==> config.mk <==
export PLATFORM = sky130hd
export DESIGN_NAME = bram_sa_skew_feeder
export DESIGN_NICKNAME = d
export VERILOG_FILES = /design/src/rtl/accel_pkg.sv /design/src/rtl/skew_delay_line.sv /design/src/rtl/bram_sa_skew_feeder.sv
export SDC_FILE = /design/constraint.sdc
export NUM_CORES = 2
export LEC_CHECK = 0
export CELL_PAD_IN_SITES_DETAIL_PLACEMENT = 0
export CELL_PAD_IN_SITES_GLOBAL_PLACEMENT = 1
export CORE_MARGIN = 10
export CORE_UTILIZATION = 50
export CTS_BUF_LIST = sky130_fd_sc_hd__clkbuf_8
export DETAILED_ROUTE_END_ITERATION = 10
export PLACE_DENSITY = 0.84
export SYNTH_ARGS = -nofsm -noshare
export SYNTH_HDL_FRONTEND = slang
export SYNTH_SLANG_ARGS = --single-unit
==> constraint.sdc <==
create_clock -name clk_i -period 3.5 [get_ports clk_i]
set_input_delay 0.875 -clock clk_i [delete_from_list [all_inputs] [get_ports clk_i]]
set_output_delay 0.875 -clock clk_i [all_outputs]
set_load 0.01 [all_outputs]
==> src/rtl/accel_pkg.sv <==
// Shared constants and types for the BRAM-to-systolic-array operand path.
// Holds the default widths and read latency, plus the per-lane tag that travels
// alongside each lane's data through the skew pipeline.
package accel_pkg;

  localparam int unsigned DefDataWidth   = 256;
  localparam int unsigned DefNumBits     = 8;
  localparam int unsigned DefLanes       = DefDataWidth / DefNumBits;
  localparam int unsigned DefReadLatency = 2;
  localparam int unsigned DefCntWidth    = 16;

  // Field order fixes the packed layout: valid is the MSB.
  typedef struct packed {
    logic valid;
    logic first;
    logic last;
  } lane_tag_t;

  localparam int unsigned TagWidth = $bits(lane_tag_t);

endpackage

==> src/rtl/skew_delay_line.sv <==
// Fixed-depth register delay line for one systolic-array lane.
// Ports:
//   clk_i, rst_ni  clock and asynchronous active-low reset (all stages to 0)
//   clr_i          synchronous clear of every stage
//   d_i / q_o      Width-bit input and output delayed by Depth cycles
//   flag_any_o     OR of bit FlagBit across all stages (in-flight indicator)
// Depth = 0 is a pure passthrough with no storage.
module skew_delay_line #(
  parameter int unsigned Depth   = 1,
  parameter int unsigned Width   = 1,
  parameter int unsigned FlagBit = 0
) (
  input  logic             clk_i,
  input  logic             rst_ni,
  input  logic             clr_i,
  input  logic [Width-1:0] d_i,
  output logic [Width-1:0] q_o,
  output logic             flag_any_o
);

  if (Depth == 0) begin : g_pass
    assign q_o        = d_i;
    assign flag_any_o = 1'b0;
    logic unused_pass;
    assign unused_pass = ^{clk_i, rst_ni, clr_i};
  end else begin : g_pipe
    logic [Depth-1:0][Width-1:0] stage_q;

    always_ff @(posedge clk_i or negedge rst_ni) begin
      if (!rst_ni) begin
        stage_q <= '0;
      end else if (clr_i) begin
        stage_q <= '0;
      end else begin
        stage_q[0] <= d_i;
        for (int unsigned i = 1; i < Depth; i++) begin
          stage_q[i] <= stage_q[i-1];
        end
      end
    end

    always_comb begin
      flag_any_o = 1'b0;
      for (int unsigned i = 0; i < Depth; i++) begin
        flag_any_o = flag_any_o | stage_q[i][FlagBit];
      end
    end

    assign q_o = stage_q[Depth-1];
  end

endmodule

==> src/rtl/bram_sa_skew_feeder.sv <==
// Feeds a systolic array from the Port-B read stream of the W/B/I buffer.
// The read enable and tile-end marker are delayed to match the BRAM read latency,
// the returned word is captured with first/last tags, split into lanes, and lane i
// is delayed i further cycles so the array sees a diagonal wavefront.
// Ports:
//   clk_i, rst_ni     clock, asynchronous active-low reset
//   bram_en_i         one word read per high cycle
//   fetch_done_i      marks the read of a tile's last word (ignored without bram_en_i)
//   flush_i           synchronous clear of all pipelines, wins over bram_en_i
//   doutb_i           BRAM read data
//   sa_data_o         skewed lanes, lane i at [i*NumBits +: NumBits], 0 when invalid
//   sa_valid_o        per-lane valid
//   tile_start_o      lane 0 carries a tile's first word
//   tile_done_o       last lane carries a tile's last word
//   word_count_o      words emitted on lane 0 in the current tile (saturating)
//   busy_o            any word still in flight
module bram_sa_skew_feeder
  import accel_pkg::*;
#(
  parameter int unsigned DataWidth   = DefDataWidth,
  parameter int unsigned NumBits     = DefNumBits,
  parameter int unsigned ReadLatency = DefReadLatency,
  parameter int unsigned CntWidth    = DefCntWidth
) (
  input  logic                          clk_i,
  input  logic                          rst_ni,
  input  logic                          bram_en_i,
  input  logic                          fetch_done_i,
  input  logic                          flush_i,
  input  logic [DataWidth-1:0]          doutb_i,
  output logic [DataWidth-1:0]          sa_data_o,
  output logic [DataWidth/NumBits-1:0]  sa_valid_o,
  output logic                          tile_start_o,
  output logic                          tile_done_o,
  output logic [CntWidth-1:0]           word_count_o,
  output logic                          busy_o
);

  localparam int unsigned Lanes = DataWidth / NumBits;
  localparam int unsigned LaneW = NumBits + TagWidth;

  logic [ReadLatency-1:0] en_sr_q, en_sr_d, last_sr_q, last_sr_d;
  lane_tag_t              cap_tag_q, cap_tag_d;
  logic [DataWidth-1:0]   cap_data_q, cap_data_d;
  logic                   first_pend_q, first_pend_d;
  logic [CntWidth-1:0]    cnt_q, cnt_d;
  logic                   aln_valid, aln_last;

  always_comb begin
    en_sr_d   = '0;
    last_sr_d = '0;
    if (!flush_i) begin
      en_sr_d[0]   = bram_en_i;
      last_sr_d[0] = bram_en_i & fetch_done_i;
      for (int unsigned i = 1; i < ReadLatency; i++) begin
        en_sr_d[i]   = en_sr_q[i-1];
        last_sr_d[i] = last_sr_q[i-1];
      end
    end
  end

  assign aln_valid = en_sr_q[ReadLatency-1];
  assign aln_last  = last_sr_q[ReadLatency-1];

  // Capture stage; the word counter advances here so it lines up with lane 0.
  always_comb begin
    cap_tag_d    = '0;
    cap_data_d   = '0;
    first_pend_d = first_pend_q;
    cnt_d        = cnt_q;
    if (flush_i) begin
      first_pend_d = 1'b1;
      cnt_d        = '0;
    end else if (aln_valid) begin
      cap_tag_d.valid = 1'b1;
      cap_tag_d.first = first_pend_q;
      cap_tag_d.last  = aln_last;
      cap_data_d      = doutb_i;
      first_pend_d    = aln_last;
      if (first_pend_q) begin
        cnt_d = CntWidth'(1);
      end else if (cnt_q != {CntWidth{1'b1}}) begin
        cnt_d = cnt_q + CntWidth'(1);
      end
    end
  end

  always_ff @(posedge clk_i or negedge rst_ni) begin
    if (!rst_ni) begin
      en_sr_q      <= '0;
      last_sr_q    <= '0;
      cap_tag_q    <= '0;
      cap_data_q   <= '0;
      first_pend_q <= 1'b1;
      cnt_q        <= '0;
    end else begin
      en_sr_q      <= en_sr_d;
      last_sr_q    <= last_sr_d;
      cap_tag_q    <= cap_tag_d;
      cap_data_q   <= cap_data_d;
      first_pend_q <= first_pend_d;
      cnt_q        <= cnt_d;
    end
  end

  logic [Lanes-1:0] lane_valid, lane_first, lane_last, lane_busy;

  for (genvar g = 0; g < Lanes; g++) begin : g_lane
    logic [LaneW-1:0] lane_q;
    lane_tag_t        tag;

    skew_delay_line #(
      .Depth  (g),
      .Width  (LaneW),
      .FlagBit(LaneW - 1)
    ) u_dly (
      .clk_i     (clk_i),
      .rst_ni    (rst_ni),
      .clr_i     (flush_i),
      .d_i       ({cap_tag_q, cap_data_q[g*NumBits +: NumBits]}),
      .q_o       (lane_q),
      .flag_any_o(lane_busy[g])
    );

    assign tag = lane_tag_t'(lane_q[LaneW-1 -: TagWidth]);
    // Data is captured as 0 on invalid cycles, so an idle lane already reads 0.
    assign sa_data_o[g*NumBits +: NumBits] = lane_q[NumBits-1:0];
    assign lane_valid[g] = tag.valid;
    assign lane_first[g] = tag.first;
    assign lane_last[g]  = tag.last;
  end

  // Only lane 0's first tag and the last lane's last tag drive outputs.
  logic unused_tags;
  assign unused_tags = ^{lane_first[Lanes-1:1], lane_last[Lanes-2:0]};

  assign sa_valid_o   = lane_valid;
  assign tile_start_o = lane_valid[0] & lane_first[0];
  assign tile_done_o  = lane_valid[Lanes-1] & lane_last[Lanes-1];
  assign word_count_o = cnt_q;
  assign busy_o       = (|en_sr_q) | cap_tag_q.valid | (|lane_busy);

endmodule

Yosys cells after proc, flatten, opt, wreduce, memory -nomap -nowiden
Cells that the tools add are included.

cells by class
  mux-type cells = 43
  reductions and logical operators = 5
  bitwise logic cells = 470
  divide/modulo/power cells = 0
  eq/ne operators = 1
  shift-type cells = 0
  add/sub/neg operators = 1
  magnitude comparators = 0
  $mul = 0

operators by type and width
  cell                count
  256-bit 2-to-1 mux  2
  1-bit OR            467
  341-bit 2-to-1 mux  1
  330-bit 2-to-1 mux  1
  319-bit 2-to-1 mux  1
  308-bit 2-to-1 mux  1
  297-bit 2-to-1 mux  1
  286-bit 2-to-1 mux  1
  275-bit 2-to-1 mux  1
  264-bit 2-to-1 mux  1
  253-bit 2-to-1 mux  1
  242-bit 2-to-1 mux  1
  231-bit 2-to-1 mux  1
  220-bit 2-to-1 mux  1
  209-bit 2-to-1 mux  1
  198-bit 2-to-1 mux  1
  187-bit 2-to-1 mux  1
  176-bit 2-to-1 mux  1
  165-bit 2-to-1 mux  1
  154-bit 2-to-1 mux  1
  143-bit 2-to-1 mux  1
  132-bit 2-to-1 mux  1
  121-bit 2-to-1 mux  1
  110-bit 2-to-1 mux  1
  21 further kinds    29

storage, ports and cells
  input bits = 261
  bits in writable memories = 0
  logic and storage cells = 1024
  output and inout bits = 307
  memories = 0
  bits in read-only memories = 0
  bits in latches = 0
  register bits after elaboration = 5736

Depth between registers and ports, before layout
  depth after elaboration = 32
  mapped depth = 7
  depth with buffers taken out = 6

Hierarchy
From an unflattened synthesis, not the netlist that was laid out.

second synthesis, totals
  cell total of the unflattened synthesis = 12715
  area total of the unflattened synthesis = 187712.5 um^2

modules (own cells, without submodules)
  module                               sequential area each (um^2)  cells each  times used  area each (um^2)
  skew_delay_line at g_lane[31].u_dly  8533.2                       741         1           10985.5
  skew_delay_line at g_lane[30].u_dly  8257.9                       718         1           10661.5
  skew_delay_line at g_lane[29].u_dly  7982.7                       694         1           10289.9
  skew_delay_line at g_lane[28].u_dly  7707.4                       670         1           9937.0
  skew_delay_line at g_lane[27].u_dly  7432.1                       647         1           9591.7
  bram_sa_skew_feeder                  7008.0                       691         1           9509.1
  skew_delay_line at g_lane[26].u_dly  7156.9                       624         1           9246.4
  skew_delay_line at g_lane[25].u_dly  6881.6                       600         1           8887.3
  skew_delay_line at g_lane[23].u_dly  6331.1                       553         1           8552.0
  skew_delay_line at g_lane[24].u_dly  6606.3                       576         1           8536.9
  skew_delay_line at g_lane[22].u_dly  6055.8                       529         1           7816.2
  skew_delay_line at g_lane[21].u_dly  5780.5                       505         1           7449.6
  skew_delay_line at g_lane[20].u_dly  5505.3                       482         1           7151.9
  skew_delay_line at g_lane[19].u_dly  5230.0                       458         1           6775.2
  19 more rows                         -                            -           -           -

Worst setup path after synthesis
No wires, ideal clock.

  path type = input to register
  start = in flush_i
  end = reg g_lane[10].u_dly.g_pipe.stage_q[0] in the netlist's numbering
  library setup time = 132 ps
  slack = 1487 ps
  cell stages on the path = 5
  data arrival time = 1881 ps
  path buffers = 4
  required time = 3368 ps
  cell sequence = buf_2 -> clkbuf_1 -> clkbuf_1 -> clkbuf_1 -> nor2b_1

on the way
  word-level cells in the longest chain between the ends = 1

ends and longest elaborated chain
  item                             line                       text
  from (decl)                      bram_sa_skew_feeder.sv:29  input logic flush_i,
  110-bit 2-to-1 mux               skew_delay_line.sv:32      end else if (clr_i) begin
  to (signal, indexed assignment)  skew_delay_line.sv:37      stage_q[i] <= stage_q[i-1];
  to (decl)                        skew_delay_line.sv:27      logic [Depth-1:0][Width-1:0] stage_q;

No other way between the ends.
A chain may end at the register's enable or synchronous reset.

Final worst setup path
  start = reg g_lane[31].u_dly.g_pipe.stage_q (netlist bit g_lane[31].u_dly.q_o[10])
  end = out busy_o

on the way
  word-level cells in the longest chain between the ends = 3

ends and longest elaborated chain
  item                               line                        text
  from (decl)                        skew_delay_line.sv:27
  from (signal, indexed assignment)  skew_delay_line.sv:37
  1-bit OR                           skew_delay_line.sv:45       flag_any_o = flag_any_o | stage_q[i][FlagBit];
  31-bit OR reduction                bram_sa_skew_feeder.sv:141  assign busy_o = (|en_sr_q) | cap_tag_q.valid | (|lane_busy);
  1-bit OR                           bram_sa_skew_feeder.sv:141
  to (decl)                          bram_sa_skew_feeder.sv:36   output logic busy_o

No other way between the ends.

==> flow_summary_export.csv <==
group,metric,value,unit
hold_path,hold_class,"in2reg",
clock_network,cts.sinks,4310,
detailed_routing,avgRoutedWirePerCell,14.43,um
worst_setup_path,slowest_stage,"dfrtp_1",
timing,setup_viol,0,
grt,grt_usage,0.1397,
clock_network,clk_latency,1.12,ns
worst_setup_path,path_delay_family,"simple AND/OR/NAND/NOR gates",
placement,port_buffers,567,
detailed_routing,wl_met3,11910,um
detailed_routing,ant_nets,0,
worst_setup_path,cp_data_arrival_time,2.48,ns
worst_setup_path,worstSetupStartpointType,"flip-flop",
timing,worst_hold_slack,0.2886,ns
finish,post-route-util,0.5843,
clock_network,numCtsBuffers,663,
clock_network,cts_tree,"done",
detailed_routing,wl_met2,92870,um
synth,async_flop_share,1.000,
detailed_routing,drtPass1Iterations,5,
synth,ys_ff_latch,4310,
worst_setup_path,path_cells,"nor4_2 -> nand4_1 -> nor2_2 -> nand3_1 -> buf_2",
synth,yosysWarnings,0,
synth,yosysSeqAreaShare,0.7744,
placement,hpwl,119500,um
grt,antenna_found_initial,29,
synth,avgSynthCellArea,14.72,um2
power_and_ir_drop,peakVddDrop,0.3813,mV
timing,fmax,0.2980,GHz
grt,grt_pass1_wl,350300,um
clock_network,clk_pin_slew,0.06,ns
timing,worst_pin_slew,0.8830,ns
synth,yosysTopAreaCell,"dfrtp_1",
outcome,status,"complete, no violations",
detailed_routing,num_vias,63124,
floorplanning,die_y,547.8,um
timing,final_hold_viol_count,0,
power_and_ir_drop,p_per_area,577.8,nW/um2
grt,grt_pass1_vias,67977,
worst_setup_path,critPathBufInv,1,
synth,netlist_top_cells_area,"dfrtp_1, nor2b_1, buf_4, clkbuf_1, and2_1",
detailed_routing,route.detailed.drc,0,
synth,yosysMostFrequentCell,"dfrtp_1",
worst_setup_path,critPathMaxFanout,2,
placement,place_congestion,0.7916,
timing,fin_crit_sh,0.9586,
synth,ys.flop_type,"dfrtp_1",
synth,ys_top_cells_by_count,"dfrtp_1, nor2b_1, clkbuf_1",
finish,area_delta_synth_final,16.21,%
worst_setup_path,endpoint_kind,"output port",
synth,synth_cells,9464,
floorplanning,initial_core_util,0.5028,
detailed_routing,drt-total-wl,207100,um
synth,synth_top_cell_area_share,0.7742,
synth,netlist_area,139300,um2
floorplanning,core_area,277000,um2
timing,rsz0062_at_grt,"true",
grt,grt_max_degree,208,
flow_run,maxCapViolCount,0,
floorplanning,dieArea,300000,um2
finish,drive_gt1_frac,0.1100,
clock_network,htree_levels,6,
worst_setup_path,criticalPathCategory,"reg2out",
power_and_ir_drop,power.leakage,0.08149,uW
floorplanning,ios,568,
timing,clock_skew,0.05071,ns
worst_setup_path,required,2.62,ns
detailed_routing,drt_iter0_drc,3426,
detailed_routing,maxUsedRoutingLayer,"met5",
synth,ys_types,37,
timing,finalMaxSlewViolations,0,
floorplanning,num_rows,193,
clock_network,cts_max_path_buffers,4,
grt,overflow,0,
finish,nFillCells,21097,
synth,synth.net_count,9726,
synth,synth_edf_count,0,
clock_network,cts_root_buf,"clkbuf_8",
timing,layout_min_cycle_time,3.355,ns
finish,fin_nets,10398,
worst_setup_path,cpPeakStageDelay,0.40,ns
detailed_routing,via_per_inst,4.397,
detailed_routing,met1Wirelength,95160,um
timing,slew_headroom,0.4113,
floorplanning,fp.dieW,547.8,um
cells in the final DEF (no fill, tap or decap), drive strengths merged, types with 6 or more instances in the layout:
cell type | netlist | routed
nor2b | 4035 | 4035
o21ai | 12 | 12
bufinv | 0 | 10
nand3 | 11 | 11
o31ai | 8 | 8
nand2 | 8 | 8
inv | 3 | 263
clkinv | 0 | 55
clkbuf | 447 | 832
clkdlybuf4s50 | 0 | 563
nor2 | 15 | 15
dfrtp | 4309 | 4309
a21oi | 6 | 6
nor4 | 10 | 10
diode | 0 | 17
buf | 313 | 202
clkinvlp | 0 | 7
and2 | 262 | 262
final timing paths:
| kind | start | to | slack (ns) | depth (start not counted) |
|---|---|---|---|---|
| setup / recovery | g_lane[31].u_dly.q_o[10]$_DFF_PN0_ | busy_o | 0.14 | 5 |
| hold / removal | doutb_i[151] | cap_data_q[151]$_DFF_PN0_ | 0.29 | 2 |
| setup reg to reg | word_count_o[0]$_DFFE_PN0P_ | word_count_o[2]$_DFFE_PN0P_ | 1.57 | 6 |
| hold reg to reg | g_lane[13].u_dly.g_pipe.stage_q[78]$_DFF_PN0_ | g_lane[13].u_dly.g_pipe.stage_q[89]$_DFF_PN0_ | 0.42 | 1 |
| max in group asynchronous | rst_ni | g_lane[19].u_dly.g_pipe.stage_q[13]$_DFF_PN0_ | 1.65 | 3 |
| min in group asynchronous | rst_ni | g_lane[23].u_dly.g_pipe.stage_q[167]$_DFF_PN0_ | 0.43 | 2 |
metrics by stage:
| step | TNS, ns | cell area, um2 | total power, uW | setup WS (ns) | cells |
|---|---|---|---|---|---|
| final | 0 | 161800 | 93510 | 0.1447 | 14357 |
| after floorplan | 0 | 139300 | 51620 | 1.487 | 9464 |
| after CTS | -0.06082 | 161800 | 95160 | -0.06082 | 14340 |
| after global routing | -0.04190 | 161800 | 97720 | -0.04190 | 14354 |
| after detailed placement | 0 | 148100 | 53340 | 0.6650 | 13173 |
| after global placement | 0 | 148100 | 53270 | 0.5379 | 13173 |
timing repair:
item,4_1_cts,5_1_grt
hold endpoints to repair,18,0
hold buffers,1,0
pin swaps,4,4
buffers inserted,2,0
resized for setup,11,3
endpoints found under the setup margin,2,1
final cells by class:
cell class                      instances  area [um2]  share of cell area
Sequential cell                      4310      107900              0.6664
Multi-Input combinational cell       4391       27510              0.1700
Clock buffer                          832       11450             0.07075
Inverter                                3       11.26          0.00006958
Antenna cell                           17       42.54           0.0002629
Tap cell                             3705        4636             0.02864
Clock inverter                        332        2142             0.01324
Timing Repair Buffer                  767        8197             0.05065
sequential cells by signal (all words and copies together) (netlist names):
| register | cells |
|---|---|
| cap_tag_q | 3 |
| cap_data_q | 256 |
| en_sr_q | 2 |
| g_lane.u_dly.q_o | 272 |
| first_pend_q | 1 |
| word_count_o | 16 |
| g_lane.u_dly.g_pipe.stage_q | 3758 |
| last_sr_q | 2 |
kinds of logic (layout without fill, tap and decap cells):
logic type	count (synthesis)	count (layout)	share of synthesized area
flip-flops	4310	4310	0.7744
XOR/XNOR	3	3	0.0001887
AND/OR/NAND/NOR	4353	4353	0.1953
buffers and inverters	763	1934	0.02845
AO/OA/AOI/OAI	34	34	0.001518
adder cells (fa/ha/maj)	1	1	0.00008983
other	0	17	0
power breakdown:
part / switching [uW] / internal [uW] / total [uW]
clock: 18800 / 22400 / 41200
sequential: 29.5 / 50000 / 50000
combinational: 1760 / 602 / 2360
per-layer routing:
layer,up-vias,track usage
met1,31795,0.1973
li1,29698,-
met3,472,0.03932
met4,8,0.05463
met5,-,0
met2,1151,0.2073
No activity file was read; power rests on OpenSTA's default activity.
